<file path="src/rtl/act_scheduler.sv">
// -----------------------------------------------------------------------------
// act_scheduler
// Round-robin scheduler that shares one element-serial activation engine among
// NUM_REQ requesters. It arbitrates among pending requests, latches the
// winner's job descriptor, drives the engine enable/done handshake, guards each
// job with a watchdog and returns a one-cycle ack (plus err on failure).
//
// Ports
//   clk, reset      clock; synchronous active-high reset
//   req             per-requester job request, held until ack
//   req_func/base/len  packed per-requester descriptors, slice i = requester i
//   grant           one-hot owner of the engine while a job is in flight
//   ack, err        one-hot one-cycle job-complete / job-failed pulses
//   busy            high whenever the scheduler is not idle
//   eng_enable      level enable to the engine
//   eng_reset       one-cycle engine abort pulse on watchdog expiry
//   eng_func/base/len  latched descriptor of the current/last job
//   eng_done        engine completion level (stays high until next enable)
// All outputs are registered.
// -----------------------------------------------------------------------------
module act_scheduler #(
    parameter int NUM_REQ    = 4,
    parameter int FUNC_WIDTH = 2,
    parameter int ADDR_WIDTH = 10,
    parameter int LEN_WIDTH  = 8,
    parameter int TIMEOUT    = 1024
) (
    input  logic                             clk,
    input  logic                             reset,
    input  logic [NUM_REQ-1:0]               req,
    input  logic [NUM_REQ*FUNC_WIDTH-1:0]    req_func,
    input  logic [NUM_REQ*ADDR_WIDTH-1:0]    req_base,
    input  logic [NUM_REQ*LEN_WIDTH-1:0]     req_len,
    output logic [NUM_REQ-1:0]               grant,
    output logic [NUM_REQ-1:0]               ack,
    output logic [NUM_REQ-1:0]               err,
    output logic                             busy,
    output logic                             eng_enable,
    output logic                             eng_reset,
    output logic [FUNC_WIDTH-1:0]            eng_func,
    output logic [ADDR_WIDTH-1:0]            eng_base,
    output logic [LEN_WIDTH-1:0]             eng_len,
    input  logic                             eng_done
);

    localparam int IDX_W = $clog2(NUM_REQ);
    localparam int WD_W  = $clog2(TIMEOUT);

    localparam logic [IDX_W-1:0]   PTR_INIT = IDX_W'(NUM_REQ - 1);
    localparam logic [WD_W-1:0]    WD_LAST  = WD_W'(TIMEOUT - 1);
    localparam logic [WD_W-1:0]    WD_ONE   = WD_W'(1);
    localparam logic [WD_W-1:0]    WD_ZERO  = WD_W'(0);
    localparam logic [NUM_REQ-1:0] ONE_HOT0 = NUM_REQ'(1);

    typedef enum logic [1:0] {
        ST_IDLE    = 2'd0,
        ST_RUN     = 2'd1,
        ST_RELEASE = 2'd2
    } state_t;

    state_t                state_r,    state_nxt_s;
    logic [IDX_W-1:0]      ptr_r,      ptr_nxt_s;
    logic [WD_W-1:0]       watchdog_r, watchdog_nxt_s;
    logic                  err_flag_r, err_flag_nxt_s;

    logic [NUM_REQ-1:0]    grant_nxt_s, ack_nxt_s, err_nxt_s;
    logic                  busy_nxt_s, enable_nxt_s, eng_reset_nxt_s;
    logic [FUNC_WIDTH-1:0] func_nxt_s;
    logic [ADDR_WIDTH-1:0] base_nxt_s;
    logic [LEN_WIDTH-1:0]  len_nxt_s;

    logic [NUM_REQ-1:0]    cand_s;
    logic                  win_found_s;
    logic [IDX_W-1:0]      win_idx_s;
    logic [NUM_REQ-1:0]    win_onehot_s;
    logic [FUNC_WIDTH-1:0] win_func_s;
    logic [ADDR_WIDTH-1:0] win_base_s;
    logic [LEN_WIDTH-1:0]  win_len_s;

    // Requester index reached by stepping 'step' places past 'base', wrapping.
    function automatic logic [IDX_W-1:0] rr_index(input logic [IDX_W-1:0] base,
                                                   input int step);
        int sum;
        sum = int'(base) + step;
        if (sum >= NUM_REQ) begin
            sum = sum - NUM_REQ;
        end else begin
            sum = sum;
        end
        return IDX_W'(sum);
    endfunction

    // The requester acked in this cycle still holds req; keep it out of the race.
    assign cand_s = req & ~ack;

    // Round-robin search starting just after the last winner; scanning the
    // farthest position first lets the nearest pending requester overwrite it.
    always_comb begin
        win_found_s = 1'b0;
        win_idx_s   = ptr_r;
        for (int k = NUM_REQ; k >= 1; k--) begin
            if (cand_s[rr_index(ptr_r, k)]) begin
                win_found_s = 1'b1;
                win_idx_s   = rr_index(ptr_r, k);
            end else begin
                win_found_s = win_found_s;
            end
        end
    end

    assign win_onehot_s = ONE_HOT0 << win_idx_s;
    assign win_func_s   = req_func[win_idx_s*FUNC_WIDTH +: FUNC_WIDTH];
    assign win_base_s   = req_base[win_idx_s*ADDR_WIDTH +: ADDR_WIDTH];
    assign win_len_s    = req_len[win_idx_s*LEN_WIDTH +: LEN_WIDTH];

    // Next-state and next-output logic of the job FSM.
    always_comb begin
        state_nxt_s     = state_r;
        ptr_nxt_s       = ptr_r;
        watchdog_nxt_s  = watchdog_r;
        err_flag_nxt_s  = err_flag_r;
        grant_nxt_s     = grant;
        ack_nxt_s       = '0;
        err_nxt_s       = '0;
        busy_nxt_s      = busy;
        enable_nxt_s    = eng_enable;
        eng_reset_nxt_s = 1'b0;
        func_nxt_s      = eng_func;
        base_nxt_s      = eng_base;
        len_nxt_s       = eng_len;

        case (state_r)
            ST_IDLE: begin
                if (win_found_s) begin
                    ptr_nxt_s = win_idx_s;
                    if (win_len_s != '0) begin
                        grant_nxt_s    = win_onehot_s;
                        enable_nxt_s   = 1'b1;
                        busy_nxt_s     = 1'b1;
                        func_nxt_s     = win_func_s;
                        base_nxt_s     = win_base_s;
                        len_nxt_s      = win_len_s;
                        watchdog_nxt_s = WD_ZERO;
                        err_flag_nxt_s = 1'b0;
                        state_nxt_s    = ST_RUN;
                    end else begin
                        // Empty job: report it as failed without touching the engine.
                        ack_nxt_s = win_onehot_s;
                        err_nxt_s = win_onehot_s;
                    end
                end else begin
                    state_nxt_s = ST_IDLE;
                end
            end

            ST_RUN: begin
                watchdog_nxt_s = watchdog_r + WD_ONE;
                // watchdog == 0 marks the first RUN cycle, where eng_done may
                // still be the level left over from the previous job.
                if ((watchdog_r != WD_ZERO) && eng_done) begin
                    enable_nxt_s = 1'b0;
                    state_nxt_s  = ST_RELEASE;
                end else if (watchdog_r == WD_LAST) begin
                    enable_nxt_s    = 1'b0;
                    eng_reset_nxt_s = 1'b1;
                    err_flag_nxt_s  = 1'b1;
                    state_nxt_s     = ST_RELEASE;
                end else begin
                    state_nxt_s = ST_RUN;
                end
            end

            ST_RELEASE: begin
                ack_nxt_s      = grant;
                err_nxt_s      = err_flag_r ? grant : '0;
                grant_nxt_s    = '0;
                busy_nxt_s     = 1'b0;
                err_flag_nxt_s = 1'b0;
                state_nxt_s    = ST_IDLE;
            end

            default: begin
                state_nxt_s  = ST_IDLE;
                grant_nxt_s  = '0;
                busy_nxt_s   = 1'b0;
                enable_nxt_s = 1'b0;
            end
        endcase
    end

    // State, pointer, watchdog and registered outputs.
    always_ff @(posedge clk) begin
        if (reset) begin
            state_r    <= ST_IDLE;
            ptr_r      <= PTR_INIT;
            watchdog_r <= WD_ZERO;
            err_flag_r <= 1'b0;
            grant      <= '0;
            ack        <= '0;
            err        <= '0;
            busy       <= 1'b0;
            eng_enable <= 1'b0;
            eng_reset  <= 1'b0;
            eng_func   <= '0;
            eng_base   <= '0;
            eng_len    <= '0;
        end else begin
            state_r    <= state_nxt_s;
            ptr_r      <= ptr_nxt_s;
            watchdog_r <= watchdog_nxt_s;
            err_flag_r <= err_flag_nxt_s;
            grant      <= grant_nxt_s;
            ack        <= ack_nxt_s;
            err        <= err_nxt_s;
            busy       <= busy_nxt_s;
            eng_enable <= enable_nxt_s;
            eng_reset  <= eng_reset_nxt_s;
            eng_func   <= func_nxt_s;
            eng_base   <= base_nxt_s;
            eng_len    <= len_nxt_s;
        end
    end

endmodule

</file>
<file path="config.mk">
export PLATFORM = sky130hd
export DESIGN_NAME = act_scheduler
export DESIGN_NICKNAME = d
export VERILOG_FILES = /design/src/rtl/act_scheduler.sv
export SDC_FILE = /design/constraint.sdc
export NUM_CORES = 1
export LEC_CHECK = 0
export BUFFER_PORTS_ARGS = -buffer_cell sky130_fd_sc_hd__buf_2
export CORE_MARGIN = 2
export CORE_UTILIZATION = 49
export DETAILED_ROUTE_END_ITERATION = 10
export GPL_ROUTABILITY_DRIVEN = 0
export PLACE_DENSITY = 0.77
export SETUP_SLACK_MARGIN = 0.3
export SLEW_MARGIN = 20
export SYNTH_ARGS = -nofsm -noshare
export SYNTH_HDL_FRONTEND = slang
export SYNTH_SLANG_ARGS = --single-unit
</file>
<file path="constraint.sdc">
create_clock -name clk -period 2.9 [get_ports clk]
set_input_delay 0.145 -clock clk [delete_from_list [all_inputs] [get_ports clk]]
set_output_delay 0.145 -clock clk [all_outputs]
set_load 0.02 [all_outputs]
</file>
Word level (Yosys, flattened, before mapping) --
Index checks and enable logic that the tools add are counted.
Word-level totals: register bits 50, input bits 87, output and inout port bits 35
Cells by class: $add $sub $neg 9, multiply operators 1, order comparisons 8, equal/unequal tests 9, shift operators 4, mux-type cells 48, bitwise operators 4, reduce and logical (&&, ||, !) cells 13
Operators with widths (count):
- 40-bit by 7-bit indexed part select with 10-bit output | 1
- 32-bit by 6-bit indexed part select with 8-bit output | 1
- 2-bit two-way mux | 12
- 4-bit one-hot mux with 2 select lines | 3
- 10-bit two-way mux | 2
- 4-bit two-way mux | 5
- 10-bit one-hot mux with 2 select lines | 1
- 1-bit two-way mux | 17
- 2-bit by 3-bit less-than comparator with 1-bit output, second input constant | 4
- 10-bit by 1-bit adder with 10-bit output, second input constant | 1
- 10-bit == test, second input constant | 1
- 10-bit nonzero test | 1
- 3-bit >= comparator, second input constant | 3
- 3-bit AND reduction | 3
- 1-bit binary-select mux with 2-bit select | 4
- 2-bit != test, second input constant | 4
- 8-bit nonzero test | 1
- 8-bit by 4-bit indexed part select with 2-bit output | 1
- 2-bit by 1-bit subtractor with 2-bit output, second input constant | 4
- 2-bit by 2-bit adder with 3-bit output, second input constant | 2
- 3-bit != test, second input constant | 2
- 1-bit one-hot mux with 3 select lines | 2
- 2-bit by 3-bit multiplier with 5-bit output, second input constant | 1
- 5-bit AND reduction | 1
- other kinds (18) | 19

Logic depth before layout (Yosys ltp) --
depth after elaboration 14, mapped depth 10

Worst setup path after synthesis --
Ideal clock, no wire load.
path type flip-flop to flip-flop, start point reg ack[2], end point reg eng_base[0], setup time 72 ps, arrival time 2739 ps, required time 2828 ps, slack 89 ps, stages on the path, launching flop included 11, buffers on the path 2, clock period less this slack 2811 ps, cells stage by stage dfxtp_1 > nand2b_1 > nor2b_1 > nor2_1 > o211ai_1 > buf_2 > mux4_2 > nor4_4 > a21o_1 > buf_6 > mux2i_1
Between the ends: cells in the longest elaborated chain, start to end 11
RTL lines:
- start, declared | RTL line 35 | output logic [NUM_REQ-1:0] ack,
- start signal, assigned | RTL line 213 | ack <= ack_nxt_s;
- 4-bit NOT (*) | RTL line 94 | assign cand_s = req & ~ack;
- 4-bit bitwise AND (*) | RTL line 94
- branches (longest 9 deep; another with 2-bit by 3-bit multiplier with 5-bit output)
- end signal, assigned | RTL line 219 | eng_base <= base_nxt_s;
- end, declared | RTL line 41 | output logic [ADDR_WIDTH-1:0] eng_base,
Every way passes the cells marked *. The select of a mux whose other input is x is not followed. A chain may end at the register's enable or synchronous reset.

Worst setup path after layout --
start point reg ack[3], end point reg watchdog_r[1]
Between the ends: cells in the longest elaborated chain, start to end 12
RTL lines:
- 4-bit NOT (*) | RTL line 94
- 4-bit bitwise AND (*) | RTL line 94
- 1-bit binary-select mux with 2-bit select | RTL line 102 | if (cand_s[rr_index(ptr_r, k)]) begin
- 1-bit two-way mux (not written as such) | RTL line 102
- 2-bit two-way mux (4 in series) | RTL line 102
- 32-bit by 6-bit indexed part select with 8-bit output | RTL line 114 | assign win_len_s = req_len[win_idx_s*LEN_WIDTH +: LEN_WIDTH];
- 8-bit nonzero test | RTL line 136 | if (win_len_s != '0) begin
- 2-bit != test (no source line)
- 3-bit AND reduction (no source line) (*)
- end signal, assigned | RTL line 210 | watchdog_r <= watchdog_nxt_s;
- end, declared | RTL line 63 | logic [WD_W-1:0] watchdog_r, watchdog_nxt_s;
Every way passes the cells marked *; elsewhere a longest branch is shown, timed or not. The select of a mux whose other input is x is not followed.

==> flow_summary.ini <==
[setup_path]
path_buf_inv = 3
cp_cell_sequence = nand2b_4 -> nor2_4 -> nand3b_1 -> o21a_4 -> buf_12 -> mux4_2 -> nor4_4 -> buf_4 -> buf_4 -> a21oi_2 -> o41ai_2
crit_path_max_fanout = 5
worst_setup_path_end_kind = flip-flop
worstSetupStartpointType = flip-flop
r2r-start = ack[3]
required_ns = 3.11
cp.arrival_ns = 2.86
crit_family = simple AND/OR/NAND/NOR gates
rr_worst_depth = 11
max_stage_delay_ns = 0.54
r2r_slack_ns = 0.25
r2r-end = watchdog_r[1]
crit_top_cell = buf_4
slowest_stage = mux4_2
crit_type = reg -> reg

[clock_network]
clkSlewWorstSetupHoldPaths_ns = 0.09
cts_made_buffers = 5
cts_tree = done
cts_sinks = 50
ctsHoldBuffers = 0
cts_buffer_depth = 2
clk_latency_ns = 0.31
cts-root-buf = clkbuf_8
htreeDepth = 2

[timing]
fmax_ghz = 0.378
worstMarginPinSlew_ns = 0.765
max-slew-margin-rel = 0.490
tns_ns = 0
post-route-period-util = 0.913
hold_viol = 0
skew_ns = 0.00535
final_max_slew_viol_count = 0
rsz0062_at_grt = true
setup_viol = 0
layout_min_cycle_time_ns = 2.65

[yosys]
synth_edf_count = 0
syn_nets = 420
synth_seq_cells = 50
yosys.area.top_type = dfxtp_1
async_reset_ff_frac = 0
synth_area_leaders = dfxtp_1 (34%), mux2i_1 (13%), nand2_1 (7.2%)
synth_common_cells = nand2_1 (57), dfxtp_1 (50), mux2i_1 (38)
synth.distinct_cells = 42
ys.flop_type = dfxtp_1
synth.most_common_cell = nand2_1
ys_seq_area_frac = 0.336
synth.yosys.warnings = 0
syn_area_um2 = 2980
avgSynthCellArea_um2 = 9.01
synth_top_area_share = 0.336
synth_cells = 331

[run_status]
outcome = completed

[global_routing]
grt_pass1_vias = 2869
overflow = 0
antenna_found_initial = 0
grt_start_max_net_pins = 45
grtUsageTotal = 0.244
grt_pass1_wl_mm = 12.8

[pwr]
p_sw_mw = 0.687
clkPwrFrac = 0.203
power_density_nw_per_um2 = 499
vdd_drop_max_mv = 0.273
sw_frac_of_total = 0.347
power.leakage_nw = 1.77
power_frac_seq = 0.403
p_comb_frac = 0.394
p_int_mw = 1.29

[placement]
dp.cells = 512
port_buffers = 121
hpwl_mm = 5.32
dpl_cell_area_um2 = 3680

[layout]
drive_above_1_share = 0.434
utilization = 0.675
final_area_um2 = 3970
final_cells = 531
n_fill_cell = 476
area_delta_synth_final_pct = 33.2
nNetsFinal = 545
n_antenna_cell = 0

[floorplanning]
fp.dieArea_um2 = 6730
die_h_um = 82.0
fp.dieW_um = 82.0
rows = 28
design.portCount = 122
start_util = 0.507
core-area_um2 = 5890

[min_path]
holdCritPathClass = in -> reg
min_to = eng_reset
hold_depth = 3
min_from = eng_done

[job]
cap_violations = 0

[routing]
drc = 0
ant_nets = 0
drtIter0Drc = 118
via_per_inst = 5.46
drt-total-wl_mm = 7.80
drt_pass1_iterations = 4
vias = 2901
wl_per_cell_um = 14.7
cells by family after synthesis:
group	share of synthesized area
compound gates	0.170
fa+ha+maj	0.00839
buf+inv	0.0499
flops	0.336
mux	0.233
simple gates	0.203
worst max path at each step:
| stage | from | end | slack, ns | cells after the start |
|---|---|---|---|---|
| floorplan | ack[2] | eng_base[0] | 0.24 | 10 |
| global placement | ack[3] | watchdog_r[1] | 0.20 | 10 |
| detailed placement | ack[3] | eng_base[6] | 0.15 | 10 |
| CTS | ack[3] | ack[0] | 0.30 | 11 |
| global route | ack[3] | watchdog_r[6] | 0.12 | 11 |
| finish | ack[3] | watchdog_r[1] | 0.25 | 11 |
metrics by stage:
step / hold WS (ns) / total power, mW / setup WS, ns
floorplan: 0.326 / 1.30 / 0.238
global placement: 0.442 / 1.48 / 0.196
CTS: 0.120 / 1.95 / 0.302
global route: 0.129 / 2.08 / 0.123
detailed placement: 0.447 / 1.49 / 0.148
finish: 0.122 / 1.98 / 0.253
power groups by stage:
stage	Sequential, mW	Clock (mW)	Combinational, mW
CTS	0.797	0.403	0.753
finish	0.800	0.402	0.780
global placement	0.810	0	0.667
global route	0.808	0.433	0.843
detailed placement	0.811	0	0.680
floorplan	0.879	0	0.420
layer usage:
layer / GRT usage / vias up / share of wire
li1: - / 1447 / -
met1: 0.291 / 1348 / 0.42
met2: 0.435 / 100 / 0.51
met3: 0.0484 / 6 / 0.059
met4: 0.0817 / 0 / 0.010
met5: 0 / - / 0
final cells by class:
| type | count | area, um2 | area share |
|---|---|---|---|
| inverters | 12 | 45.0 | 0.0113 |
| multi-input cells | 246 | 1900 | 0.478 |
| flip-flops and latches | 50 | 1010 | 0.254 |
| clock inverters | 1 | 7.51 | 0.00189 |
| repair buffers | 141 | 846 | 0.213 |
| well taps | 75 | 93.8 | 0.0236 |
| clock buffers | 6 | 72.6 | 0.0183 |
timing repair:
action	4_1_cts	5_1_grt
setup buffers	7	1
gates cloned	2	2
setup endpoints to repair	45	46
gates resized for setup	4	11
pin swaps	4	3
sequential cells by signal, summed over array words and instances (netlist names):
name / flops
busy: 1
eng_base: 10
eng_reset: 1
eng_len: 8
watchdog_r: 10
eng_enable: 1
eng_func: 2
ptr_r: 2
state_r: 2
ack: 4
err_flag_r: 1
err: 4
grant: 4
worst min-delay path, cell delays in order:
cell and delay (ns):
buf_2 0.09, nand4b_1 0.10, nor3_1 0.05
cell usage in the layout (no fill, tap or decap), types with 3 or more instances in the layout:
| master | count |
|---|---|
| a21oi_1 | 13 |
| a21oi_2 | 5 |
| a31oi_1 | 9 |
| buf_2 | 121 |
| buf_4 | 13 |
| clkbuf_8 | 5 |
| dfxtp_1 | 45 |
| dfxtp_2 | 4 |
| inv_1 | 11 |
| mux2_2 | 12 |
| mux2i_1 | 38 |
| mux4_2 | 8 |
| nand2_1 | 57 |
| nand2b_1 | 4 |
| nand2b_4 | 3 |
| nand3_1 | 8 |
| nand3b_1 | 3 |
| nand4b_1 | 3 |
| nor2_1 | 15 |
| nor2b_1 | 4 |
| nor3_1 | 7 |
| o211ai_1 | 13 |
| o41ai_2 | 9 |
| or3_1 | 5 |
(Power assumes the default switching activity.)
